`src/rtl/mem_ctrl_pkg.sv`:
```
// Shared types and helpers for the memory port controller.
// Request layout, FSM states and the address range check.
package mem_ctrl_pkg;

    localparam int DEF_DATA_WIDTH = 32;
    localparam int DEF_SIZE       = 1000;
    localparam int DEF_ADDR_W     = $clog2(DEF_SIZE);

    typedef enum logic [1:0] {
        IDLE,
        ISSUE,
        CAPTURE,
        RESP
    } state_e;

    typedef struct packed {
        logic                      write;
        logic [DEF_ADDR_W-1:0]     addr;
        logic [DEF_DATA_WIDTH-1:0] data;
    } req_def_t;

    // SIZE need not be a power of two, so the top of the index space is illegal.
    function automatic logic addr_legal(
        input logic [31:0] addr,
        input logic [31:0] size
    );
        return addr < size;
    endfunction

endpackage

```
`src/rtl/mem_port_ctrl_if.sv`:
```
// Request, response and memory-port signals of the controller.
// slave = controller view, master = requester/memory view.
interface mem_port_ctrl_if #(
    parameter int DATA_WIDTH = 32,
    parameter int ADDR_W     = 10
);
    logic                  req_valid;
    logic                  req_ready;
    logic                  req_write;
    logic [ADDR_W-1:0]     req_addr;
    logic [DATA_WIDTH-1:0] req_data;
    logic                  rsp_valid;
    logic                  rsp_ready;
    logic [DATA_WIDTH-1:0] rsp_data;
    logic                  rsp_err;
    logic                  mem_en;
    logic                  mem_we;
    logic [ADDR_W-1:0]     mem_addr;
    logic [DATA_WIDTH-1:0] mem_wdata;
    logic [DATA_WIDTH-1:0] mem_rdata;

    modport slave (
        input  req_valid, req_write, req_addr, req_data,
        input  rsp_ready, mem_rdata,
        output req_ready, rsp_valid, rsp_data, rsp_err,
        output mem_en, mem_we, mem_addr, mem_wdata
    );

    modport master (
        output req_valid, req_write, req_addr, req_data,
        output rsp_ready, mem_rdata,
        input  req_ready, rsp_valid, rsp_data, rsp_err,
        input  mem_en, mem_we, mem_addr, mem_wdata
    );
endinterface

```
`src/rtl/mem_req_fifo.sv`:
```
// Synchronous in-order FIFO holding pending memory requests.
// DEPTH is a power of two so the pointers wrap naturally.
module mem_req_fifo #(
    parameter int  DEPTH = 4,
    parameter type T     = logic
) (
    input  logic                         clk,
    input  logic                         rst,
    input  logic                         i_push,
    input  T                             i_data,
    input  logic                         i_pop,
    output T                             o_data,
    output logic                         o_full,
    output logic                         o_empty,
    output logic [$clog2(DEPTH+1)-1:0]   o_count
);
    localparam int PW = $clog2(DEPTH);
    localparam int CW = $clog2(DEPTH + 1);

    T              r_mem [DEPTH];
    logic [PW-1:0] r_wr;
    logic [PW-1:0] r_rd;
    logic [CW-1:0] r_cnt;
    logic          w_push;
    logic          w_pop;

    assign o_full  = (r_cnt == CW'(DEPTH));
    assign o_empty = (r_cnt == '0);
    assign o_count = r_cnt;
    assign o_data  = r_mem[r_rd];
    assign w_push  = i_push && !o_full;
    assign w_pop   = i_pop && !o_empty;

    always_ff @(posedge clk) begin
        if (w_push) r_mem[r_wr] <= i_data;
    end

    always_ff @(posedge clk) begin
        if (rst) begin
            r_wr  <= '0;
            r_rd  <= '0;
            r_cnt <= '0;
        end else begin
            if (w_push) r_wr <= r_wr + PW'(1);
            if (w_pop)  r_rd <= r_rd + PW'(1);
            unique case ({w_push, w_pop})
                2'b10:   r_cnt <= r_cnt + CW'(1);
                2'b01:   r_cnt <= r_cnt - CW'(1);
                default: r_cnt <= r_cnt;
            endcase
        end
    end
endmodule

```
`src/rtl/mem_port_ctrl.sv`:
```
// Request sequencer in front of a registered single-port word memory:
// in-order FIFO, range trapping, one access at a time, read responses.
module mem_port_ctrl
    import mem_ctrl_pkg::*;
#(
    parameter int DATA_WIDTH = 32,
    parameter int SIZE       = 1000,
    parameter int DEPTH      = 4
) (
    input  logic           clk,
    input  logic           rst,
    mem_port_ctrl_if.slave bus
);
    localparam int ADDR_W = $clog2(SIZE);
    localparam int CW     = $clog2(DEPTH + 1);

    typedef struct packed {
        logic                  write;
        logic [ADDR_W-1:0]     addr;
        logic [DATA_WIDTH-1:0] data;
    } req_t;

    req_t                  w_req;
    req_t                  w_head;
    logic                  w_push;
    logic                  w_pop;
    logic                  w_full;
    logic                  w_empty;
    logic [CW-1:0]         w_count;

    state_e                r_state;
    state_e                w_state_nx;
    logic                  r_mem_en;
    logic                  r_mem_we;
    logic [ADDR_W-1:0]     r_mem_addr;
    logic [DATA_WIDTH-1:0] r_mem_wdata;
    logic [DATA_WIDTH-1:0] r_rsp_data;
    logic                  r_rsp_err;
    logic                  w_mem_en_nx;
    logic                  w_mem_we_nx;
    logic [ADDR_W-1:0]     w_mem_addr_nx;
    logic [DATA_WIDTH-1:0] w_mem_wdata_nx;
    logic [DATA_WIDTH-1:0] w_rsp_data_nx;
    logic                  w_rsp_err_nx;

    assign w_req.write = bus.req_write;
    assign w_req.addr  = bus.req_addr;
    assign w_req.data  = bus.req_data;
    assign w_push      = bus.req_valid && bus.req_ready;

    mem_req_fifo #(
        .DEPTH (DEPTH),
        .T     (req_t)
    ) u_fifo (
        .clk     (clk),
        .rst     (rst),
        .i_push  (w_push),
        .i_data  (w_req),
        .i_pop   (w_pop),
        .o_data  (w_head),
        .o_full  (w_full),
        .o_empty (w_empty),
        .o_count (w_count)
    );

    a_count_empty: assert property (
        @(posedge clk) disable iff (rst) w_empty == (w_count == '0)
    );

    always_comb begin
        w_state_nx     = r_state;
        w_pop          = 1'b0;
        w_mem_en_nx    = 1'b0;
        w_mem_we_nx    = r_mem_we;
        w_mem_addr_nx  = r_mem_addr;
        w_mem_wdata_nx = r_mem_wdata;
        w_rsp_data_nx  = r_rsp_data;
        w_rsp_err_nx   = r_rsp_err;
        unique case (r_state)
            IDLE: begin
                if (!w_empty) begin
                    w_pop = 1'b1;
                    if (addr_legal(32'(w_head.addr), 32'(SIZE))) begin
                        w_mem_en_nx    = 1'b1;
                        w_mem_we_nx    = w_head.write;
                        w_mem_addr_nx  = w_head.addr;
                        w_mem_wdata_nx = w_head.data;
                        w_state_nx     = ISSUE;
                    end else if (!w_head.write) begin
                        w_rsp_data_nx = '0;
                        w_rsp_err_nx  = 1'b1;
                        w_state_nx    = RESP;
                    end
                end
            end
            ISSUE: begin
                w_state_nx = r_mem_we ? IDLE : CAPTURE;
            end
            CAPTURE: begin
                w_rsp_data_nx = bus.mem_rdata;
                w_rsp_err_nx  = 1'b0;
                w_state_nx    = RESP;
            end
            RESP: begin
                if (bus.rsp_ready) w_state_nx = IDLE;
            end
            default: w_state_nx = IDLE;
        endcase
    end

    always_ff @(posedge clk) begin
        if (rst) begin
            r_state     <= IDLE;
            r_mem_en    <= 1'b0;
            r_mem_we    <= 1'b0;
            r_mem_addr  <= '0;
            r_mem_wdata <= '0;
            r_rsp_data  <= '0;
            r_rsp_err   <= 1'b0;
        end else begin
            r_state     <= w_state_nx;
            r_mem_en    <= w_mem_en_nx;
            r_mem_we    <= w_mem_we_nx;
            r_mem_addr  <= w_mem_addr_nx;
            r_mem_wdata <= w_mem_wdata_nx;
            r_rsp_data  <= w_rsp_data_nx;
            r_rsp_err   <= w_rsp_err_nx;
        end
    end

    assign bus.req_ready = !w_full && !rst;
    assign bus.rsp_valid = (r_state == RESP);
    assign bus.rsp_data  = r_rsp_data;
    assign bus.rsp_err   = r_rsp_err;
    assign bus.mem_en    = r_mem_en;
    assign bus.mem_we    = r_mem_we;
    assign bus.mem_addr  = r_mem_addr;
    assign bus.mem_wdata = r_mem_wdata;
endmodule

```
`src/flat_wrapper.sv`:
```
// flat-port wrapper written by rule: the top's interface ports become plain ports
module mem_port_ctrl_flat import mem_ctrl_pkg::*;
#(
    parameter int DATA_WIDTH = 32,
    parameter int SIZE       = 1000,
    parameter int DEPTH      = 4
)
  (clk, rst, bus_req_valid, bus_req_write, bus_req_addr, bus_req_data, bus_rsp_ready, bus_mem_rdata, bus_req_ready, bus_rsp_valid, bus_rsp_data, bus_rsp_err, bus_mem_en, bus_mem_we, bus_mem_addr, bus_mem_wdata);
  mem_port_ctrl_if #(.DATA_WIDTH(DATA_WIDTH), .ADDR_W((10))) bus_i ();
  input  logic clk;
  input  logic rst;
  input wire logic [$bits(bus_i.req_valid)-1:0] bus_req_valid;
  input wire logic [$bits(bus_i.req_write)-1:0] bus_req_write;
  input wire logic [$bits(bus_i.req_addr)-1:0] bus_req_addr;
  input wire logic [$bits(bus_i.req_data)-1:0] bus_req_data;
  input wire logic [$bits(bus_i.rsp_ready)-1:0] bus_rsp_ready;
  input wire logic [$bits(bus_i.mem_rdata)-1:0] bus_mem_rdata;
  output wire logic [$bits(bus_i.req_ready)-1:0] bus_req_ready;
  output wire logic [$bits(bus_i.rsp_valid)-1:0] bus_rsp_valid;
  output wire logic [$bits(bus_i.rsp_data)-1:0] bus_rsp_data;
  output wire logic [$bits(bus_i.rsp_err)-1:0] bus_rsp_err;
  output wire logic [$bits(bus_i.mem_en)-1:0] bus_mem_en;
  output wire logic [$bits(bus_i.mem_we)-1:0] bus_mem_we;
  output wire logic [$bits(bus_i.mem_addr)-1:0] bus_mem_addr;
  output wire logic [$bits(bus_i.mem_wdata)-1:0] bus_mem_wdata;
  assign bus_i.req_valid = bus_req_valid;
  assign bus_i.req_write = bus_req_write;
  assign bus_i.req_addr = bus_req_addr;
  assign bus_i.req_data = bus_req_data;
  assign bus_i.rsp_ready = bus_rsp_ready;
  assign bus_i.mem_rdata = bus_mem_rdata;
  assign bus_req_ready = bus_i.req_ready;
  assign bus_rsp_valid = bus_i.rsp_valid;
  assign bus_rsp_data = bus_i.rsp_data;
  assign bus_rsp_err = bus_i.rsp_err;
  assign bus_mem_en = bus_i.mem_en;
  assign bus_mem_we = bus_i.mem_we;
  assign bus_mem_addr = bus_i.mem_addr;
  assign bus_mem_wdata = bus_i.mem_wdata;
  mem_port_ctrl #(.DATA_WIDTH(DATA_WIDTH), .SIZE(SIZE), .DEPTH(DEPTH)) u_core (.clk(clk), .rst(rst), .bus(bus_i));
endmodule
```
`config.mk`:
```
export PLATFORM = sky130hd
export DESIGN_NAME = mem_port_ctrl_flat
export DESIGN_NICKNAME = d
export VERILOG_FILES = /design/src/rtl/mem_ctrl_pkg.sv /design/src/rtl/mem_port_ctrl_if.sv /design/src/rtl/mem_req_fifo.sv /design/src/rtl/mem_port_ctrl.sv /design/src/flat_wrapper.sv
export SDC_FILE = /design/constraint.sdc
export NUM_CORES = 1
export LEC_CHECK = 0
export BUFFER_PORTS_ARGS = -buffer_cell sky130_fd_sc_hd__buf_2
export CAP_MARGIN = 15
export CORE_ASPECT_RATIO = 2
export CORE_MARGIN = 2
export CORE_UTILIZATION = 30
export DETAILED_ROUTE_END_ITERATION = 16
export PLACE_DENSITY = 0.54
export SKIP_LAST_GASP = 1
export SLEW_MARGIN = 20
export SYNTH_ARGS = -nofsm -noshare
export SYNTH_HDL_FRONTEND = slang
export SYNTH_SLANG_ARGS = --single-unit
```
`constraint.sdc`:
```
create_clock -name clk -period 3.2 [get_ports clk]
set_input_delay 0.16 -clock clk [delete_from_list [all_inputs] [get_ports clk]]
set_output_delay 0.16 -clock clk [all_outputs]
set_load 0.01 [all_outputs]
```
# Yosys cells after proc, flatten, opt, wreduce, memory -nomap -nowiden
# Memories as Yosys holds them, arrays and structs flattened. A register that Yosys moved wholly into a read port is not among the register bits.
# Index checks and enable logic that the tools add are counted.
[op_classes] order_cmp=1 addsub=4 reduce_logical=15 bitwise=2 eq_ne=11 n_mux=22
[op_table] operator="$mux 32" count=3
[op_table] operator="$pmux 32 s2" count=1
[op_table] operator="$mux 2" count=7
[op_table] operator="$lt 10x10->1 const B" count=1
[op_table] operator="$mux 1" count=8
[op_table] operator="$ne 2x2->1 const B" count=4
[op_table] operator="$pmux 2 s4" count=1
[op_table] operator="$eq 2x2->1 const B" count=3
[op_table] operator="$pmux 3 s2" count=1
[op_table] operator="$reduce_and 3->1" count=2
[op_table] operator="$add 2x1->2 const B" count=2
[op_table] operator="$eq 2x1->1 const B" count=2
[op_table] operator="$logic_and 1x1->1" count=4
[op_table] operator="$reduce_and 4->1" count=1
[op_table] operator="$reduce_bool 2->1" count=2
[op_table] operator="$add 3x1->3 const B" count=1
[op_table] operator="$eq 3x3->1 const B" count=1
[op_table] operator="$logic_not 1->1" count=3
[op_table] operator="$logic_not 3->1" count=1
[op_table] operator="$ne 3x3->1 const B" count=1
[op_table] operator="$reduce_or 3->1" count=1
[op_table] operator="$sub 3x1->3 const B" count=1
[op_table] operator="$logic_not 2->1" count=1
[op_table] operator="$not 1->1" count=2
[op_table] operator="$pmux 1 s2" count=1
[totals] mem_bits_rw=172 n_memories=1 regBits=86 inputBits=79 wordCells=66
[mem_list] name="u_core.u_fifo.r_mem" depth=4 width=43 rd=1 rd_ports_with_merged_regs=1 wr=1 line_no="mem_req_fifo.sv:20" source="T r_mem [DEPTH];"

# Logic depth before layout (Yosys ltp)
# Gate-level depths: netlist (run 1).
[logic_depth] depth_word=7 depth_mapped=11 mapped_depth_nobuf=9

# Hierarchy
# A second synthesis (run 1) with hierarchy kept.
[unflattened] hier_cells=606 hier_area_um2=10249.8
[modules_own_cells] mod="mem_req_fifo" seq_area_each_um2=5345.1 area_each_um2=6747.7 cells_each=279 n_inst=1
[modules_own_cells] mod="mem_port_ctrl" seq_area_each_um2=1581.5 area_each_um2=3502.1 cells_each=327 n_inst=1

# Worst setup path before layout (run 1)
# OpenSTA, ideal clock, no wires.
[synth_timing] kind="register to register" start="register u_core.u_fifo.r_cnt[0], in the netlist u_core.u_fifo.o_count[0]" end="memory u_core.u_fifo.r_mem[0][0] (netlist name) (enable)" period_less_slack_ps=2533 arrival_ps=2129 t_required_ps=2795 setup_ps=405 n_path_buf=0 stages_incl_launch_ff=4 slack_ps=667 cell_sequence="dfxtp_1 nor2_1 a211oi_1 and2_1"
[synth_between] elab_chain_len=7
[synth_lines] item="start: declaration" line_no="mem_req_fifo.sv:23" source="logic [CW-1:0] r_cnt;"
[synth_lines] item="start signal: assignment" line_no="mem_req_fifo.sv:47" source="2'b10: r_cnt <= r_cnt + CW'(1);"
[synth_lines] item="start signal: assignment" line_no="mem_req_fifo.sv:48" source="2'b01: r_cnt <= r_cnt - CW'(1);"
[synth_lines] item="start signal: assignment" line_no="mem_req_fifo.sv:49" source="default: r_cnt <= r_cnt;"
[synth_lines] item="$eq 3x3->1 (*)" line_no="mem_req_fifo.sv:27" source="assign o_full = (r_cnt == CW'(DEPTH));"
[synth_lines] item="$logic_not 1->1 (*)" line_no="mem_req_fifo.sv:31, mem_port_ctrl.sv:131"
[synth_lines] item="$logic_and 1x1->1" line_no="mem_port_ctrl.sv:131" source="assign bus.req_ready = !w_full && !rst;"
[synth_lines] item="$logic_and 1x1->1" line_no="mem_port_ctrl.sv:49" source="assign w_push = bus.req_valid && bus.req_ready;"
[synth_lines] item="$logic_and 1x1->1 (*)" line_no="mem_req_fifo.sv:31" source="assign w_push = i_push && !o_full;"
[synth_lines] item="$mux 1 (*)" line_no="mem_req_fifo.sv:35" source="if (w_push) r_mem[r_wr] <= i_data;"
[synth_lines] item="$mux 1 (implied by the code) (*)" line_no="mem_req_fifo.sv:35"
[synth_lines] item="end: declaration" line_no="mem_req_fifo.sv:20"
# Every way passes the cells marked *; elsewhere a longest branch is shown, timed or not.

==> impl_metrics.yaml, run 1 <==
outcome:
  status: "finished, final reports clean"
floorplanning:
  top_level_ports: 158
  start_util_pct: 30.3
  die-area_um2: 34700
  fp-row-count: 94
  dieWidth_um: 133
  die_y_um: 262
  coreArea_um2: 32800
clock_tree:
  post_cts_resize_count: 0
  clk_pin_slew_worst_paths_ps: 70
  cts_tree: "yes"
  postCtsSetupRepairBufs: 0
  clkLatencyLatePin_ps: 520
  cts_sinks: 260
  numCtsBuffers: 23
  cts_max_path_buffers: 3
  ctsHtreeMaxLevel: 1
  cts_root_buf: "clkbuf_16"
  ctsHoldBuffers: 76
global_route:
  grt_pass1_wl_um: 33700
  grt_max_degree: 66
  antenna_found_initial: 0
  grt-ovfl-total: 0
  track_usage_pct: 12.3
  grt_pass1_vias: 6195
power:
  power.density_nw_per_um2: 796
  p_leak_nw: 4.68
  ir_drop_v: 0.000512
synth:
  ys_ff_latch: 260
  syn-cell-area_um2: 9960
  synth.distinct_cells: 37
  yosysSeqAreaShare_pct: 69.6
  avgSynthCellArea_um2: 15.6
  synth_nets: 722
  ys.warnings.count: 0
  synth_cells: 637
sta:
  slew_headroom_pct: 43.6
  hold_slack_ps: 101
  fmax_mhz: 426
  fin_ws_ps: 853
  clock_skew_ps: 10.4
  hold_viol: 0
  final.setup.tns_ps: 0
  rsz0062_at_grt: "false"
  fin_crit_sh_pct: 73.3
  min_period_ps: 2350
  setup_viol: 0
  tightest_slew_ps: 845
  drv_slew: 0
drt:
  dr.first_iter.drc_count: 239
  drc: 0
  drt-total-wl_um: 21800
  viasPerCell: 4.59
  drtAntennaViolNets: 0
  wl_per_cell_um: 16.6
  num_vias: 6007
  firstDrtPassIters: 4
worst_setup_path:
  rrSetupSlack_ps: 850
  required_ps: 3560
  crit_arrival_ps: 2700
  worst_r2r_endpoint: "u_core.bus.rsp_data[5]$_SDFFE_PP0P_"
  critical_path_class: "reg2reg"
  r2r_cells: 4
  critPathMaxFanout: 32
  cp-start-kind: "flop"
  endpoint_kind: "flop"
placement:
  hpwl_um: 13700
  globalplace.congestion: 0.740
  dp_slack_ps: 843
  io_buffers: 157
cells_and_area:
  finalCoreUtilization_pct: 38.7
  mostFrequentLayoutCell: "edfxtp_1"
  nFillCells: 3081
  layout_common_cells: "172 x edfxtp_1, 157 x buf_2, 86 x dfxtp_1"
  areaGrowthSynthToFinish_pct: 27.5
  seqCellArea_um2: 6930
  antenna_cells: 0
  drive_above_1_share_pct: 29.5
  fin_nets: 947
  multi_input_area_um2: 2780
job:
  max-cap-violations: 0
hold_path:
  holdPathStages: 5
  hold_end: "u_core.u_fifo.r_wr[1]$_SDFFE_PP0P_"
  min_path_type: "in2reg"
  hold_start: "rst"
cells in the mapped netlist:
cell type	instances	area share (%)
edfxtp_1	172	52
dfxtp_1	88	18
nand2_1	78	2.9
mux4_2	43	9.7
mux2i_1	38	3.8
a21oi_1	37	1.9
nand2b_1	34	2.1
a311oi_1	33	2.9
clkbuf_1	28	1.1
nor2_1	13	0.49
inv_1	10	0.38
buf_2	8	0.40
and2_1	7	0.44
buf_6	7	0.79
a31oi_1	5	0.31
ha_1	5	0.63
o221a_2	4	0.45
xor2_1	4	0.35
buf_1	3	0.11
a211oi_1	2	0.15
nand4_1	2	0.13
a221oi_1	1	0.088
a31o_1	1	0.088
a31o_2	1	0.088
and3_1	1	0.063
fa_1	1	0.20
mux2_2	1	0.11
nand3b_1	1	0.075
nor2b_1	1	0.063
nor3_1	1	0.050
nor4_1	1	0.063
o21a_1	1	0.075
o21ai_0	1	0.050
o21ba_2	1	0.10
o31ai_1	1	0.075
or3_1	1	0.063
xnor2_1	1	0.088
through the flow:
step | cell area [µm²] | std cells | power (mW)
floorplan | 9960 | 637 | 6.61
finish | 12700 | 1310 | 10.1
global placement | 11200 | 1193 | 7.46
global route | 12700 | 1310 | 10.7
CTS | 12700 | 1310 | 10.3
detailed placement | 11200 | 1193 | 7.50
flip-flops by register name, indices dropped and copies added, names as in the netlist, named ones only:
| name | cells |
|---|---|
| u_core.r_state | 2 |
| u_core.bus.mem_wdata | 32 |
| u_core.u_fifo.o_count | 3 |
| u_core.bus.mem_addr | 10 |
| u_core.bus.mem_we | 1 |
| u_core.u_fifo.r_rd | 2 |
| u_core.bus.mem_en | 1 |
| u_core.u_fifo.r_mem | 172 |
| u_core.bus.rsp_data | 32 |
| u_core.u_fifo.r_wr | 2 |
| u_core.bus.rsp_err | 1 |
cells by family after synthesis:
logic type                 synth area share, %
AOI/OAI and AO/OA                         6.25
xor gates and xnor gates                 0.440
adders and majority gates                0.829
buffers and inverters                     2.74
DFF                                       69.6
muxes                                     13.7
and+or+nand+nor                           6.51
worst max-delay path, cell delays in order (launching register included):
cell and delay, ps:
dfxtp_2 650, mux4_2 320, o21a_1 330, a31o_2 670, a311oi_1 190
report_power, final:
group          internal [mW]  switching, mW
Clock                   1.49           1.19
Sequential              4.10          0.297
Combinational           1.40           1.63
worst max-delay path by stage:
stage,cells past startpoint,endpoint,start,slack (ps)
after global placement,5,u_core.bus.mem_addr[9]$_SDFFE_PP0P_,flop,900
after CTS,4,u_core.bus.rsp_data[26]$_SDFFE_PP0P_,flop,840
after detailed placement,4,u_core.bus.rsp_data[26]$_SDFFE_PP0P_,flop,840
final,4,u_core.bus.rsp_data[5]$_SDFFE_PP0P_,flop,850
after floorplan,3,u_core.u_fifo.r_mem[0][0]$_DFFE_PP_,u_core.u_fifo.o_count[0]$_SDFFE_PP0P_,670
after global routing,4,u_core.bus.rsp_data[20]$_SDFFE_PP0P_,flop,670
layout make-up:
| type | instances | share of cell area [%] |
|---|---|---|
| multi-input combinational | 321 | 21.9 |
| timing repair buffer | 246 | 13.3 |
| clock inverter | 11 | 0.581 |
| sequential | 260 | 54.6 |
| clock buffer | 30 | 5.06 |
| tap | 432 | 4.26 |
| inverter | 10 | 0.296 |
per-layer routing:
layer	vias up	share of wire [%]	global-route usage [%]
met2	154	54	23.5
met3	37	5.2	2.43
li1	2877	-	-
met1	2939	38	13.3
met5	-	0	0
met4	0	3.0	5.02
No activity file was read; power rests on OpenSTA's default activity.
==> run 2: changes to the inputs <==
--- a/config.mk
+++ b/config.mk
@@ -11,7 +11,7 @@
 export CORE_MARGIN = 2
 export CORE_UTILIZATION = 30
 export DETAILED_ROUTE_END_ITERATION = 16
-export PLACE_DENSITY = 0.54
+export PLACE_DENSITY = 0.55
 export SKIP_LAST_GASP = 1
 export SLEW_MARGIN = 20
 export SYNTH_ARGS = -nofsm -noshare
==> constraint.sdc (replaced) <==
create_clock -name clk -period 1.9 [get_ports clk]
set_input_delay 0.095 -clock clk [delete_from_list [all_inputs] [get_ports clk]]
set_output_delay 0.095 -clock clk [all_outputs]
set_load 0.01 [all_outputs]
==> impl_metrics.yaml, run 2 (same netlist as run 1, synthesis figures left out) <==
global_route:
  antenna_found_initial: 1
  grt_pass1_vias: 6428
  track_usage_pct: 13.0
  grt_pass1_wl_um: 35200
  grt_max_degree: 79
  grt-ovfl-total: 0
clock_tree:
  clk_pin_slew_worst_paths_ps: 60
  cts_max_path_buffers: 3
  cts_root_buf: "clkbuf_16"
  clkLatencyLatePin_ps: 520
  ctsHtreeMaxLevel: 1
  cts_tree: "yes"
  numCtsBuffers: 25
  cts_sinks: 260
hold_path:
  min_path_type: "in2reg"
  holdPathStages: 6
  hold_end: "u_core.u_fifo.r_wr[1]$_SDFFE_PP0P_"
  hold_start: "bus_req_valid"
worst_setup_path:
  rrSetupSlack_ps: -90
  critPathMaxFanout: 8
  crit_top_cell: "buf_6"
  r2r_cells: 7
  critical_path_class: "reg2reg"
  crit_arrival_ps: 2380
  required_ps: 2290
  endpoint_kind: "flop"
  cp_slowest_stage_delay_ps: 550
  slowest_stage: "mux4_2"
  worst_r2r_endpoint: "u_core.bus.rsp_data[25]$_SDFFE_PP0P_"
  cp-start-kind: "flop"
  path_cells: "buf_6 -> buf_6 -> mux4_2 -> nor2_4 -> o21ba_4 -> clkbuf_16 -> a311oi_2"
sta:
  rsz0062_at_grt: "true"
  fin_crit_sh_pct: 105
  hold_viol: 0
  fin_ws_ps: -85.8
  fmax_mhz: 504
  drv_slew: 0
  min_period_ps: 1990
  setup_viol: 68
  slew_headroom_pct: 42.7
  clock_skew_ps: 11.2
  tightest_slew_ps: 859
placement:
  globalplace.congestion: 0.723
  hpwl_um: 15200
  dpl_cell_area_um2: 11700
  place_inst: 1228
  io_buffers: 157
cells_and_area:
  fin_area_um2: 13700
  fin_nets: 997
  areaGrowthSynthToFinish_pct: 37.8
  top_register: "u_core.u_fifo.r_mem"
  drive_above_1_share_pct: 39.0
  finalCoreUtilization_pct: 41.8
  antenna_cells: 0
  fin_cells: 1361
  mostFrequentLayoutCell: "edfxtp_1"
  layout_common_cells: "172 x edfxtp_1, 157 x buf_2, 83 x dfxtp_1"
  largest_register_ffs: 172
drt:
  drt-total-wl_um: 24400
  num_vias: 6270
  drc: 0
  drtAntennaViolNets: 0
  firstDrtPassIters: 4
  viasPerCell: 4.61
  dr.first_iter.drc_count: 298
  wl_per_cell_um: 17.9
floorplanning:
  top_level_ports: 158
  die_y_um: 262
  dieWidth_um: 133
  start_util_pct: 30.3
  coreArea_um2: 32800
  die-area_um2: 34700
  fp-row-count: 94
power:
  p_int_mw: 13.4
  p_leak_nw: 5.10
  ir_drop_v: 0.000657
  power.density_nw_per_um2: 1420
  switchingPower_mw: 6.07
  combPwrFrac_pct: 36.7
  p_seq_share_pct: 38.0
  power_switching_share_pct: 31.2
  p_clk_share_pct: 25.3
job:
  max-cap-violations: 0
outcome:
  violations: "setup timing"
  status: "finished with violations"
==> run 2: cell types whose count changed in the layout (fill, tap and decap cells not counted), moves of 6 or more <==
cell	change
clkbuf_16	+6
buf_6	+6
a311oi_2	+32
a311oi_1	-32
buf_4	+24
buf_12	+12
==> run 2: routing by layer <==
metal  global-route usage, %  part of all wire (%)  routed length (µm)  vias to the layer above
li1                        -                     -                   -                     2967
met1                    13.7                    36                8670                     3092
met2                    25.7                    57               13900                      163
met3                    2.12                   4.4                1060                       46
met4                    4.84                   3.2                 776                        2
met5                       0                 0.053                  13                        -
==> run 2: critical path: cells and delay by family, from the launching register on <==
kind	cells	cell delay (ps)
and+or+nand+nor	1	130
AOI/OAI and AO/OA	2	320
muxes	1	550
DFF	1	410
buffers and inverters	3	440
==> run 2: repair_timing <==
action	CTS	global route
endpoints found under the hold margin	206	0
hold buffers	76	0
gates cloned	0	7
gates resized for setup	15	42
pin swaps	2	3
buffers inserted	5	1
endpoints found under the setup margin	75	74
==> run 2: worst max-delay path by stage <==
| stage | cells after the start | endpoint | start | slack [ps] |
|---|---|---|---|---|
| after global routing | 6 | u_core.bus.rsp_data[18]$_SDFFE_PP0P_ | flop | -170 |
| after global placement | 5 | u_core.bus.mem_wdata[0]$_SDFFE_PP0P_ | flop | -100 |
| final | 7 | u_core.bus.rsp_data[25]$_SDFFE_PP0P_ | flop | -90 |
| after CTS | 7 | u_core.bus.rsp_data[20]$_SDFFE_PP0P_ | flop | -90 |
| after detailed placement | 5 | u_core.bus.rsp_data[4]$_SDFFE_PP0P_ | flop | -140 |
| after floorplan | 9 | u_core.bus.mem_addr[0]$_SDFFE_PP0P_ | flop | -140 |
==> run 2: layout make-up <==
type,instances,area (µm²)
flip-flops and latches,260,6940
well taps,432,541
clock buffers,33,666
multi-input cells,321,3080
fillers,2954,19100
inverters,10,37.5
repair buffers,294,2320
clock inverters,11,135
==> run 2: metrics by stage <==
stage | hold WS (ps) | total power, mW | setup slack (ps) | setup TNS (ps)
finish | 120 | 19.5 | -85.8 | -3530
global route | 134 | 20.5 | -165 | -9050
CTS | 107 | 18.8 | -88.4 | -4390
detailed placement | 313 | 13.4 | -141 | -7990
global placement | 307 | 13.3 | -99.9 | -6020
floorplan | 194 | 11.4 | -137 | -9550
==> run 2: power by group through the flow <==
stage               Sequential, mW  Combinational [mW]  Clock [mW]
detailed placement            7.54                5.89           0
finish                        7.40                7.14        4.92
global placement              7.53                5.82           0
floorplan                     7.63                3.75           0
CTS                           7.41                6.28        5.09
global route                  7.49                7.69        5.29
==> run 3: changes to the inputs <==
--- a/config.mk
+++ b/config.mk
@@ -5,7 +5,7 @@
 export SDC_FILE = /design/constraint.sdc
 export NUM_CORES = 1
 export LEC_CHECK = 0
-export BUFFER_PORTS_ARGS = -buffer_cell sky130_fd_sc_hd__buf_2
+export BUFFER_PORTS_ARGS = -buffer_cell sky130_fd_sc_hd__clkbuf_2
 export CAP_MARGIN = 15
 export CORE_ASPECT_RATIO = 2
 export CORE_MARGIN = 2
==> impl_metrics.yaml, run 3 (same netlist as run 1, synthesis figures left out) <==
placement:
  dp_slack_ps: -152
  place_inst: 1224
  globalplace.congestion: 0.730
  io_buffers: 157
  hpwl_um: 15300
drt:
  drt-total-wl_um: 23600
  num_vias: 6188
  wl_per_cell_um: 17.4
  drtAntennaViolNets: 0
  drc: 0
  firstDrtPassIters: 6
  viasPerCell: 4.56
  dr.first_iter.drc_count: 288
sta:
  setup_viol: 70
  fin_crit_sh_pct: 104
  fmax_mhz: 505
  drv_slew: 0
  tightest_slew_ps: 394
  clock_skew_ps: 18.9
  fin_ws_ps: -82.1
  rsz0062_at_grt: "true"
  min_period_ps: 1980
  hold_viol: 0
  slew_headroom_pct: 73.7
power:
  p_leak_nw: 5.05
  p_seq_share_pct: 37.4
  power_mw: 19.8
  power_switching_share_pct: 31.4
  power.density_nw_per_um2: 1440
  p_clk_share_pct: 26.0
  ir_drop_v: 0.000697
  switchingPower_mw: 6.22
  combPwrFrac_pct: 36.6
  p_int_mw: 13.6
floorplanning:
  coreArea_um2: 32800
  top_level_ports: 158
  dieWidth_um: 133
  die-area_um2: 34700
  die_y_um: 262
  start_util_pct: 30.3
  fp-row-count: 94
worst_setup_path:
  critical_path_class: "reg2reg"
  slowest_stage: "mux4_2"
  required_ps: 2320
  critPathMaxFanout: 8
  crit_arrival_ps: 2400
  cp-start-kind: "flop"
  cp_slowest_stage_delay_ps: 510
  path_cells: "buf_6 -> mux4_2 -> o21a_4 -> a31o_4 -> buf_12 -> mux2i_2"
  endpoint_kind: "flop"
cells_and_area:
  largest_register_ffs: 172
  fin_nets: 990
  fin_cells: 1357
  drive_above_1_share_pct: 39.4
  nFillCells: 2989
  finalCoreUtilization_pct: 42.0
  top_register: "u_core.u_fifo.r_mem"
  layout_common_cells: "172 x edfxtp_1, 157 x clkbuf_2, 83 x dfxtp_1"
  areaGrowthSynthToFinish_pct: 38.5
  mostFrequentLayoutCell: "edfxtp_1"
hold_path:
  min_path_type: "in2reg"
  hold_start: "bus_req_valid"
clock_tree:
  clkLatencyLatePin_ps: 540
  cts_tree: "yes"
  cts_max_path_buffers: 3
  ctsHtreeMaxLevel: 1
  cts_root_buf: "clkbuf_16"
  clk_pin_slew_worst_paths_ps: 70
  cts_sinks: 260
  numCtsBuffers: 25
job:
  max-cap-violations: 0
global_route:
  grt_max_degree: 80
  grt-ovfl-total: 0
  antenna_found_initial: 1
  grt_pass1_wl_um: 36200
  grt_pass1_vias: 6517
  track_usage_pct: 13.4
outcome:
  violations: "setup timing"
  status: "finished with violations"
run 3: cell count changes in the layout (fill, tap and decap cells not counted), sizes merged:
| cell | before | now |
|---|---|---|
| buf | 213 | 52 |
| clkinvlp | 2 | 4 |
| clkinv | 6 | 5 |
| inv | 10 | 13 |
| clkbuf | 38 | 190 |
| diode | 0 | 1 |
run 3: power groups by stage:
stage                     Sequential, mW  Combinational [mW]  Clock [mW]
after floorplan                     7.63                3.75           0
after global placement              7.55                5.74           0
after detailed placement            7.56                5.79           0
after CTS                           7.41                6.79        5.32
after global routing                7.50                7.85        5.50
final                               7.41                7.26        5.14
run 3: critical path, delay by kind of cell (launching register included):
kind            cells  cell delay [ps]
compound gates      2              570
flops               1              370
buf+inv             2              280
mux                 2              650
run 3: final cells by class:
cell class	instances	area, µm²	area share (%)
diodes	1	2.50	0.0181
clock buffers	31	688	4.99
repair buffers	287	2300	16.7
well taps	432	541	3.92
inverters	10	37.5	0.272
clock inverters	15	170	1.23
flip-flops and latches	260	6940	50.3
multi-input cells	321	3120	22.6
run 3: layer usage:
metal | wire, µm | vias up | GRT usage [%] | part of all wire [%]
met5 | 0 | - | 0 | 0
met4 | 745 | 0 | 5.62 | 3.2
met3 | 1010 | 35 | 2.03 | 4.3
met2 | 13200 | 151 | 26.4 | 56
met1 | 8680 | 3028 | 13.9 | 37
li1 | - | 2974 | - | -
run 3: repair_timing:
action                     4_1_cts  5_1_grt
pin swaps                        3       13
hold buffers                    76        0
gates cloned                     3        2
setup endpoints to repair       71       80
resized for setup               40       27
hold endpoints to repair       206        0
setup buffers                    4        2
run 3: final timing paths:
kind	endpoint	slack, ps	cells after the start
worst min-delay path	u_core.u_fifo.r_wr[1]$_SDFFE_PP0P_	100	6
worst max register to register	u_core.bus.mem_we$_SDFFE_PP0P_	-80	6
worst max-delay path	u_core.bus.mem_we$_SDFFE_PP0P_	-80	6
worst min register to register	u_core.bus.mem_wdata[27]$_SDFFE_PP0P_	460	2
run 3: metrics by stage:
stage / setup TNS (ps) / area [µm²] / hold WS, ps
finish: -3560 / 13800 / 97.8
global route: -8930 / 13800 / 123
CTS: -2790 / 13600 / 77.6
detailed placement: -6210 / 11600 / 317
global placement: -5160 / 11600 / 312
floorplan: -9550 / 10100 / 194
